[src/rtl/rv_lane_serializer.sv]
// Serializes a thread mask into one beat per active lane, lowest lane first,
// carrying the mask's tag and popcount on every beat.
module rv_lane_serializer #(
  parameter int unsigned N    = 4,
  parameter int unsigned TAGW = 8,
  parameter int unsigned M    = $clog2(N + 1),
  parameter int unsigned LW   = (N > 1) ? $clog2(N) : 1
) (
  input  logic            clk,
  input  logic            reset,
  input  logic            valid_i,
  input  logic [N-1:0]    mask_i,
  input  logic [TAGW-1:0] tag_i,
  output logic            ready_o,
  output logic            valid_o,
  output logic [LW-1:0]   lane_o,
  output logic [M-1:0]    beat_o,
  output logic [M-1:0]    cnt_o,
  output logic [TAGW-1:0] tag_o,
  output logic            last_o,
  input  logic            ready_i
);

  typedef enum logic [0:0] {StIdle, StBusy} state_e;

  state_e          state_q, state_d;
  logic [N-1:0]    mask_q, mask_d;
  logic [TAGW-1:0] tag_q, tag_d;
  logic [M-1:0]    cnt_q, cnt_d;
  logic [M-1:0]    beat_q, beat_d;

  logic [N-1:0]    mask_rest;
  logic [M-1:0]    pop_cnt;
  logic [LW-1:0]   low_lane;
  logic            busy;
  logic            pop;
  logic            accept;

  // Pending mask with its lowest set bit cleared; zero means one bit is left.
  assign mask_rest = mask_q & (mask_q - N'(1));
  assign busy      = (state_q == StBusy);

  always_comb begin
    pop_cnt = '0;
    for (int i = 0; i < int'(N); i++) begin
      pop_cnt = pop_cnt + M'(mask_i[i]);
    end
  end

  always_comb begin
    low_lane = '0;
    for (int i = int'(N) - 1; i >= 0; i--) begin
      if (mask_q[i]) begin
        low_lane = LW'(i);
      end
    end
  end

  assign valid_o = busy;
  assign last_o  = busy && (mask_q != '0) && (mask_rest == '0);
  assign lane_o  = low_lane;
  assign beat_o  = beat_q;
  assign cnt_o   = cnt_q;
  assign tag_o   = tag_q;
  assign ready_o = !busy || (valid_o && ready_i && last_o);

  assign pop    = valid_o && ready_i;
  assign accept = valid_i && ready_o;

  always_comb begin
    state_d = state_q;
    mask_d  = mask_q;
    tag_d   = tag_q;
    cnt_d   = cnt_q;
    beat_d  = beat_q;
    if (pop) begin
      mask_d = mask_rest;
      beat_d = beat_q + M'(1);
      if (last_o) begin
        state_d = StIdle;
      end
    end
    if (accept) begin
      if (mask_i != '0) begin
        state_d = StBusy;
        mask_d  = mask_i;
        tag_d   = tag_i;
        cnt_d   = pop_cnt;
        beat_d  = '0;
      end else begin
        // Empty masks are swallowed; pending mask is already zero here.
        state_d = StIdle;
      end
    end
  end

  always_ff @(posedge clk or posedge reset) begin
    if (reset) begin
      state_q <= StIdle;
      mask_q  <= '0;
      tag_q   <= '0;
      cnt_q   <= '0;
      beat_q  <= '0;
    end else begin
      state_q <= state_d;
      mask_q  <= mask_d;
      tag_q   <= tag_d;
      cnt_q   <= cnt_d;
      beat_q  <= beat_d;
    end
  end

endmodule
[config.mk]
export PLATFORM = sky130hd
export DESIGN_NAME = rv_lane_serializer
export DESIGN_NICKNAME = d
export VERILOG_FILES = /design/src/rtl/rv_lane_serializer.sv
export SDC_FILE = /design/constraint.sdc
export NUM_CORES = 1
export LEC_CHECK = 0
export BUFFER_PORTS_ARGS = -buffer_cell sky130_fd_sc_hd__buf_2
export CAP_MARGIN = 25
export CORE_MARGIN = 2
export CORE_UTILIZATION = 45
export CTS_BUF_LIST = sky130_fd_sc_hd__clkbuf_2 sky130_fd_sc_hd__clkbuf_4 sky130_fd_sc_hd__clkbuf_8
export DETAILED_ROUTE_END_ITERATION = 8
export PLACE_DENSITY = 0.78
export SETUP_SLACK_MARGIN = 0.1
export SKIP_LAST_GASP = 1
export SYNTH_ARGS = -nofsm -noshare
export SYNTH_HDL_FRONTEND = slang
export SYNTH_SLANG_ARGS = --single-unit
[constraint.sdc]
create_clock -name clk -period 2.1 [get_ports clk]
set_input_delay 0 -clock clk [delete_from_list [all_inputs] [get_ports clk]]
set_output_delay 0 -clock clk [all_outputs]
set_load 0.01 [all_outputs]
==> flow_metrics.py, run 1 <==
metrics = {
    "floorplan": {
        "row_count": 17,
        "die_area_um2": 2680,
        "pin_count": 35,
        "die_h_um": 51.8,
        "die-width_um": 51.8,
        "coreArea_um2": 2190,
        "initial_core_util_pct": 46.8,
    },
    "cts": {
        "cts_resized": 0,
        "post-cts-setup-buffers": 0,
        "clock_sinks": 19,
        "htreeDepth": 1,
        "cts_tree": "done",
        "clockBufferDepth": 2,
        "clk_latency_ns": 0.28,
        "cts_root_buf": "clkbuf_4",
        "clk_pin_slew_worst_paths_ns": 0.11,
        "cts_buffers": 3,
    },
    "route": {
        "drt_wl_total_um": 1920,
        "viasPerCell": 4.87,
        "vias": 789,
        "drc_errors": 0,
        "firstDrtPassIters": 4,
        "ant_nets": 0,
        "drt_iter0_drc": 3,
        "drt-wirelength-per-cell_um": 11.8,
    },
    "synthesis": {
        "yosysSeqAreaShare_pct": 46.3,
        "async_flop_share_pct": 100,
        "synth-seq-cells": 19,
        "yosys_warnings": 0,
        "syn_nets": 104,
        "syn_area_um2": 1030,
        "ys_types": 28,
        "synth_top_area_cell": "dfrtp_1",
        "ys.flop_type": "dfrtp_1",
        "yosys-top-cells-count": "19 x dfrtp_1, 10 x inv_1, 7 x mux2_2",
        "synth_top_area_share_pct": 46.3,
        "netlist_instances": 83,
        "syn_area_per_cell_um2": 12.4,
        "yosys-top-cells-area": "dfrtp_1 46%, mux2_2 7.7%, mux2_4 5.9%, ha_1 4.9%, inv_1 3.7%",
        "synth_edf_count": 0,
        "yosysMostFrequentCell": "dfrtp_1",
    },
    "outcome": {
        "status": "completed",
    },
    "power": {
        "ir_drop_mv": 0.785,
        "p_per_area_nw_per_um2": 1220,
        "leakagePower_uw": 0.000679,
    },
    "worst_setup_path": {
        "worstPathMaxFanout": 12,
        "startpoint": "mask_q[0]$_DFF_PP0_",
        "r2r_start": "mask_q[0]$_DFF_PP0_",
        "path_class": "register to register",
        "crit_required_ns": 2.28,
        "arrival_ns": 2.10,
        "crit_path_end_kind": "register",
        "setup.worst_path.start_class": "register",
    },
    "global_route": {
        "grt_pass1_vias": 819,
        "grt_max_degree": 20,
        "antenna_found_initial": 0,
        "grt_usage_pct": 16.5,
        "grt_pass1_wl_um": 3380,
        "overflow": 0,
    },
    "placement": {
        "place_inst": 145,
        "dp_hpwl_um": 1390,
        "gp_congestion": 0.834,
        "io_buffers": 34,
    },
    "sta": {
        "relSlewSlack_pct": 53.9,
        "finalHoldViolations": 0,
        "min_period_over_period_pct": 91.2,
        "achievable-frequency_ghz": 0.522,
        "final-setup-viol-count": 0,
        "max_slew.worst_pin.slew_ns": 0.691,
        "finClkSkew_ns": 0.00218,
        "finalWorstPathRequiredPeriod_ns": 1.92,
        "final.setup.tns_ns": 0,
        "rsz0062_at_grt": "no",
        "slew_violations": 0,
    },
    "finish": {
        "layout-drive-gt1-share_pct": 42.5,
        "stdcell_count": 162,
        "syn2layout_area_growth_pct": 31.7,
        "fin_nets": 156,
        "antenna_cells": 0,
    },
    "worst_hold_path": {
        "hold_start": "mask_i[1]",
        "min_path_type": "primary input to register",
    },
    "run": {
        "max_cap_violations": 0,
    },
}
[cell type report]
class	count	area, um^2
Clock buffer	3	22.5
Inverter	10	37.5
Tap cell	28	35.0
Multi-Input combinational cell	52	460
Clock inverter	1	5.00
Timing Repair Buffer	49	315
Fill cell	203	840
Sequential cell	19	475
[power breakdown]
group	internal, uW	switching [uW]
logic	441	377
registers	527	127
clock network	70.6	106
total	1040	611
[flip-flops by register name, summed over array words and instances, names as in the netlist]
name     cells
tag_o        8
mask_q       4
beat_o       3
cnt_o        3
valid_o      1
[layer usage]
layer  vias up  global-route usage (%)  part of all wire [%]
met5         -                       0                     0
li1        390                       -                     -
met1       372                    19.8                    43
met2        25                    30.3                    51
met3         2                    3.45                   5.3
met4         0                    3.51                  0.73
[critical path, cell delays in order (launching register included)]
cell and delay [ns]:
dfrtp_1 0.46, nor4b_1 0.32, mux2i_1 0.21, a21oi_4 0.43, mux2_2 0.39
[metrics by stage]
stage | util (%) | total power, uW | setup WS (ns) | area [um^2] | hold slack (ns)
final | 61.7 | 1650 | 0.185 | 1350 | 0.0283
after global routing | 61.7 | 1800 | 0.103 | 1350 | 0.0423
after floorplan | - | 1250 | 0.189 | 1030 | -0.0489
after CTS | 61.7 | 1660 | 0.160 | 1350 | 0.0251
after global placement | 54.5 | 1440 | 0.244 | 1190 | 0.130
after detailed placement | 54.5 | 1460 | 0.165 | 1190 | 0.144
[path summary, 6_finish.rpt]
path	to	slack [ns]	cells after the start
min in group asynchronous	tag_o[1]$_DFFE_PP0P_	0.36	3
setup / recovery	cnt_o[2]$_DFFE_PP0P_	0.18	4
setup reg to reg	cnt_o[2]$_DFFE_PP0P_	0.18	4
hold / removal	mask_q[1]$_DFF_PP0_	0.03	3
max in group asynchronous	mask_q[1]$_DFF_PP0_	1.31	3
hold reg to reg	tag_o[1]$_DFFE_PP0P_	0.52	1
[cell usage in the layout (no fill, tap or decap), types with 2 or more instances in the layout]
master,netlist,final
dlygate4sd3_1,0,13
nor2_1,3,3
or2_2,2,2
o21ai_0,2,2
nand2_1,4,4
buf_4,0,2
mux2_2,7,7
a21oi_1,2,2
dfrtp_1,19,19
inv_1,10,10
xnor2_1,2,2
xor2_1,2,2
clkbuf_4,0,3
buf_2,0,34
ha_1,4,4
nand3_1,2,2
mux2i_1,2,2
mux2_4,4,4
o31ai_1,3,3
o22ai_1,3,3
[timing repair]
item                       4_1_cts  5_1_grt
setup endpoints to repair        0        4
hold endpoints to repair        30        0
hold buffers                    13        0
[cells by family after synthesis]
family / synth area share (%)
flip-flops: 46.3
AND/OR/NAND/NOR: 8.78
AO/OA/AOI/OAI: 10.4
multiplexers: 15.5
buffers and inverters: 8.78
adder cells (fa/ha/maj): 6.83
XOR/XNOR: 3.42
Note: power is estimated with default switching activity, not from simulation.
==> run 2: changes to the inputs <==
Clock period 2.1 ns to 1.9 ns, I/O delays scaled along.
==> flow_metrics.py, run 2 (synthesis gave the netlist of run 1 again) <==
metrics = {
    "worst_setup_path": {
        "path_class": "register to register",
        "arrival_ns": 1.99,
        "setup.worst_path.start_class": "register",
        "crit_required_ns": 2.09,
        "crit_path_end_kind": "register",
        "worstRegToRegCells": 5,
        "worstPathMaxFanout": 5,
    },
    "sta": {
        "slew_violations": 0,
        "max_slew.worst_pin.slew_ns": 0.698,
        "min_period_over_period_pct": 94.6,
        "final.setup.tns_ns": 0,
        "finClkSkew_ns": 0.00212,
        "relSlewSlack_pct": 53.4,
        "worst_slack_ns": 0.103,
        "final-setup-viol-count": 0,
        "finalHoldViolations": 0,
        "rsz0062_at_grt": "yes",
        "achievable-frequency_ghz": 0.557,
        "finalWorstPathRequiredPeriod_ns": 1.80,
    },
    "floorplan": {
        "coreArea_um2": 2190,
        "initial_core_util_pct": 46.8,
        "die_area_um2": 2680,
        "pin_count": 35,
        "die_h_um": 51.8,
        "die-width_um": 51.8,
        "row_count": 17,
    },
    "power": {
        "ir_drop_mv": 0.849,
        "p_per_area_nw_per_um2": 1370,
        "p_int_uw": 1220,
        "p_sw_uw": 713,
        "leakagePower_uw": 0.000710,
        "swShare_pct": 36.9,
        "clock_power_share_pct": 10.6,
        "pwr-share-seq_pct": 37.0,
        "combPwrFrac_pct": 52.4,
    },
    "route": {
        "vias": 827,
        "drt-wirelength-per-cell_um": 12.3,
        "viasPerCell": 4.95,
        "drt_wl_total_um": 2050,
        "ant_nets": 0,
        "drt_iter0_drc": 6,
        "drc_errors": 0,
        "firstDrtPassIters": 4,
    },
    "global_route": {
        "antenna_found_initial": 0,
        "grt_pass1_wl_um": 3490,
        "grt_pass1_vias": 844,
        "grt_max_degree": 20,
        "overflow": 0,
        "grt_usage_pct": 17.1,
    },
    "worst_hold_path": {
        "min_path_type": "primary input to register",
        "min_path_cells": 3,
    },
    "finish": {
        "fin_nets": 161,
        "layout_common_cells": "34 x buf_2, 18 x dfrtp_1, 12 x dlygate4sd3_1",
        "fillers": 177,
        "largest_register_ff_count": 8,
        "syn2layout_area_growth_pct": 37.4,
        "antenna_cells": 0,
        "final_common_cell": "buf_2",
        "layout-drive-gt1-share_pct": 47.5,
    },
    "cts": {
        "cts_tree": "done",
        "clockBufferDepth": 2,
        "cts_root_buf": "clkbuf_4",
        "htreeDepth": 1,
        "clk_latency_ns": 0.30,
        "cts_buffers": 3,
        "clock_sinks": 19,
        "clk_pin_slew_worst_paths_ns": 0.11,
    },
    "run": {
        "max_cap_violations": 0,
    },
    "outcome": {
        "status": "completed",
    },
    "placement": {
        "gp_congestion": 0.709,
        "pre_cts_slack_ns": 0.0325,
        "io_buffers": 34,
        "dp_hpwl_um": 1510,
    },
}
==> run 2: path summary, 6_finish.rpt <==
kind                                            from                   end  slack, ns
worst min-delay path                       mask_i[0]   mask_q[0]$_DFF_PP0_       0.02
worst max-delay path             mask_q[0]$_DFF_PP0_  tag_o[1]$_DFFE_PP0P_       0.10
worst max register to register   mask_q[0]$_DFF_PP0_  tag_o[1]$_DFFE_PP0P_       0.10
min in group asynchronous                      reset  tag_o[7]$_DFFE_PP0P_       0.36
max in group asynchronous                      reset   mask_q[0]$_DFF_PP0_       1.06
worst min register to register  cnt_o[2]$_DFFE_PP0P_  cnt_o[2]$_DFFE_PP0P_       0.52
==> run 2: power groups by stage <==
stage	Combinational [uW]	Clock, uW	Sequential (uW)
after floorplan	589	0	782
after global placement	922	0	711
after detailed placement	946	0	721
after CTS	1000	209	712
after global routing	1110	224	743
final	1010	204	716
==> run 2: cell type report <==
| class | instances | area (um^2) | share of cell area, % |
|---|---|---|---|
| inverters | 10 | 37.5 | 2.66 |
| well taps | 28 | 35.0 | 2.48 |
| repair buffers | 54 | 363 | 25.7 |
| flip-flops and latches | 19 | 477 | 33.8 |
| multi-input cells | 52 | 470 | 33.4 |
| clock inverters | 1 | 5.00 | 0.355 |
| clock buffers | 3 | 22.5 | 1.60 |
==> run 2: critical path, cell delays in order (launching register included) <==
cell     delay [ns]
dfrtp_2        0.46
xnor2_1        0.16
o41a_1         0.39
a21oi_4        0.20
buf_4          0.18
mux2_4         0.30
==> run 2: what timing repair did <==
| item | in CTS | in global routing |
|---|---|---|
| pin swaps | 1 | 1 |
| gates resized for setup | 1 | 2 |
| endpoints found under the hold margin | 29 | 0 |
| hold buffers | 12 | 0 |
| setup endpoints to repair | 11 | 12 |
| buffers inserted | 3 | 1 |
==> run 2: stage by stage <==
step / instances / util, % / instance area [um^2] / hold slack, ns / total power (uW)
4_1_cts: 166 / 63.6 / 1390 / 0.0257 / 1920
6_report: 167 / 64.4 / 1410 / 0.0226 / 1930
2_1_floorplan: 83 / - / 1020 / -0.0489 / 1370
5_1_grt: 167 / 64.4 / 1410 / 0.0349 / 2080
3_3_place_gp: 147 / 55.7 / 1220 / 0.130 / 1630
3_5_place_dp: 147 / 55.7 / 1220 / 0.143 / 1670
==> run 2: routing by layer <==
metal | global-route usage, % | wire length, um | vias up
met1 | 20.0 | 837 | 398
met2 | 31.8 | 1070 | 27
met4 | 5.26 | 37 | 0
met5 | 0 | 0 | -
met3 | 2.87 | 109 | 4
li1 | - | - | 398
==> run 3: changes to the inputs <==
Settings changed: CELL_PAD_IN_SITES_DETAIL_PLACEMENT from default to 1, CELL_PAD_IN_SITES_GLOBAL_PLACEMENT from default to 1, CORE_UTILIZATION 45 to 39, PLACE_DENSITY 0.78 to 0.85.
==> flow_metrics.py, run 3 (synthesis gave the netlist of run 1 again) <==
metrics = {
    "worst_setup_path": {
        "crit_path_end_kind": "register",
        "arrival_ns": 1.98,
        "crit_required_ns": 2.10,
        "r2r_end": "cnt_o[2]$_DFFE_PP0P_",
        "r2r_slack_ns": 0.11,
        "critPathCapture": "cnt_o[2]$_DFFE_PP0P_",
        "setup.worst_path.start_class": "register",
        "worstRegToRegCells": 5,
        "r2r_start": "mask_q[0]$_DFF_PP0_",
        "worstPathMaxFanout": 12,
        "startpoint": "mask_q[0]$_DFF_PP0_",
        "path_class": "register to register",
    },
    "power": {
        "p_int_uw": 1220,
        "swShare_pct": 37.4,
        "combPwrFrac_pct": 51.9,
        "ir_drop_mv": 0.741,
        "leakagePower_uw": 0.000705,
        "p_sw_uw": 731,
        "pwr-share-seq_pct": 37.5,
        "p_per_area_nw_per_um2": 1380,
        "clock_power_share_pct": 10.6,
    },
    "route": {
        "firstDrtPassIters": 2,
        "drt_iter0_drc": 7,
        "vias": 827,
        "drt_wl_total_um": 2420,
        "ant_nets": 0,
        "drt-wirelength-per-cell_um": 14.3,
        "drc_errors": 0,
        "viasPerCell": 4.89,
    },
    "sta": {
        "finalWorstPathRequiredPeriod_ns": 1.79,
        "rsz0062_at_grt": "yes",
        "relSlewSlack_pct": 53.5,
        "min_period_over_period_pct": 94.1,
        "finalHoldViolations": 0,
        "finClkSkew_ns": 0.00189,
        "slew_violations": 0,
        "max_slew.worst_pin.slew_ns": 0.697,
        "achievable-frequency_ghz": 0.559,
        "final.setup.tns_ns": 0,
        "final-setup-viol-count": 0,
    },
    "finish": {
        "final_area_um2": 1420,
        "layout_common_cells": "34 x buf_2, 17 x dfrtp_1, 13 x dlygate4sd3_1",
        "antenna_cells": 0,
        "final_common_cell": "buf_2",
        "layout-drive-gt1-share_pct": 47.5,
        "fin_nets": 161,
        "syn2layout_area_growth_pct": 38.0,
        "largest_register_ff_count": 8,
    },
    "outcome": {
        "status": "completed",
    },
    "global_route": {
        "grt_max_degree": 20,
        "overflow": 0,
        "grt_usage_pct": 16.5,
        "grt_pass1_wl_um": 4020,
        "grt_pass1_vias": 867,
        "antenna_found_initial": 0,
    },
    "placement": {
        "place_area_um2": 1220,
        "gp_congestion": 0.691,
        "io_buffers": 34,
        "dp_hpwl_um": 1610,
    },
    "cts": {
        "cts_buffers": 3,
        "clockBufferDepth": 2,
        "clock_sinks": 19,
        "clk_latency_ns": 0.30,
        "cts_root_buf": "clkbuf_4",
        "cts_tree": "done",
        "clk_pin_slew_worst_paths_ns": 0.11,
        "htreeDepth": 1,
    },
    "floorplan": {
        "row_count": 18,
        "initial_core_util_pct": 41.4,
        "die-width_um": 55.3,
        "pin_count": 35,
        "coreArea_um2": 2480,
        "die_h_um": 55.3,
        "die_area_um2": 3060,
    },
    "run": {
        "max_cap_violations": 0,
    },
    "worst_hold_path": {
        "min_path_type": "primary input to register",
    },
}
==> run 3: cell types whose count changed in the layout (fill, tap and decap cells not counted), sizes merged <==
cell / change
buf: -1
dlygate4sd3: +1
==> run 3: timing repair <==
item | in CTS | in global routing
setup buffers | 2 | 2
endpoints found under the setup margin | 12 | 12
hold endpoints to repair | 30 | 0
gates resized for setup | 3 | 1
hold buffers | 13 | 0
==> run 3: cell type report <==
class | count | area, um^2
Timing Repair Buffer | 54 | 365
Fill cell | 291 | 1060
Inverter | 10 | 37.5
Clock inverter | 1 | 5.00
Sequential cell | 19 | 478
Tap cell | 30 | 37.5
Multi-Input combinational cell | 52 | 470
Clock buffer | 3 | 22.5
==> run 3: metal layers <==
| layer | vias up | global-route usage, % | part of all wire, % |
|---|---|---|---|
| met5 | - | 0 | 0 |
| met4 | 0 | 3.14 | 0.62 |
| met3 | 2 | 2.58 | 4.2 |
| met2 | 25 | 31.3 | 54 |
| met1 | 401 | 19.5 | 42 |
| li1 | 399 | - | - |
==> run 3: how the worst min path moves through the flow <==
stage | startpoint | end | slack (ns) | cells after the start
final | mask_i[0] | mask_q[0]$_DFF_PP0_ | 0.03 | 3
after global routing | mask_i[0] | mask_q[0]$_DFF_PP0_ | 0.04 | 3
after CTS | mask_i[1] | mask_q[1]$_DFF_PP0_ | 0.04 | 3
after detailed placement | reset | tag_o[3]$_DFFE_PP0P_ | 0.15 | 2
after global placement | reset | beat_o[0]$_DFF_PP0_ | 0.13 | 2
after floorplan | reset | beat_o[0]$_DFF_PP0_ | -0.05 | 1
==> run 3: power by group through the flow <==
stage | sequential, uW | combinational [uW] | clock, uW
final | 734 | 1010 | 208
after global routing | 763 | 1110 | 233
after CTS | 734 | 984 | 209
after detailed placement | 731 | 932 | 0
after global placement | 721 | 912 | 0
after floorplan | 782 | 589 | 0
==> run 3: worst max-delay path, stage by stage (launching register included) <==
cell	delay, ns
dfrtp_2	0.47
xnor2_1	0.16
o41a_1	0.38
a21oi_4	0.19
buf_12	0.16
mux2_2	0.33
==> run 3: per-stage QoR <==
| stage | hold WS [ns] | power, uW | worst slack [ns] | instances | util (%) |
|---|---|---|---|---|---|
| 2_1_floorplan | -0.0489 | 1370 | 0.0535 | 83 | - |
| 3_3_place_gp | 0.132 | 1630 | 0.149 | 148 | 49.1 |
| 3_5_place_dp | 0.154 | 1660 | 0.0820 | 148 | 49.1 |
| 4_1_cts | 0.0377 | 1930 | 0.103 | 167 | 56.4 |
| 5_1_grt | 0.0392 | 2110 | 0.0309 | 169 | 57.2 |
| 6_report | 0.0291 | 1960 | 0.113 | 169 | 57.2 |
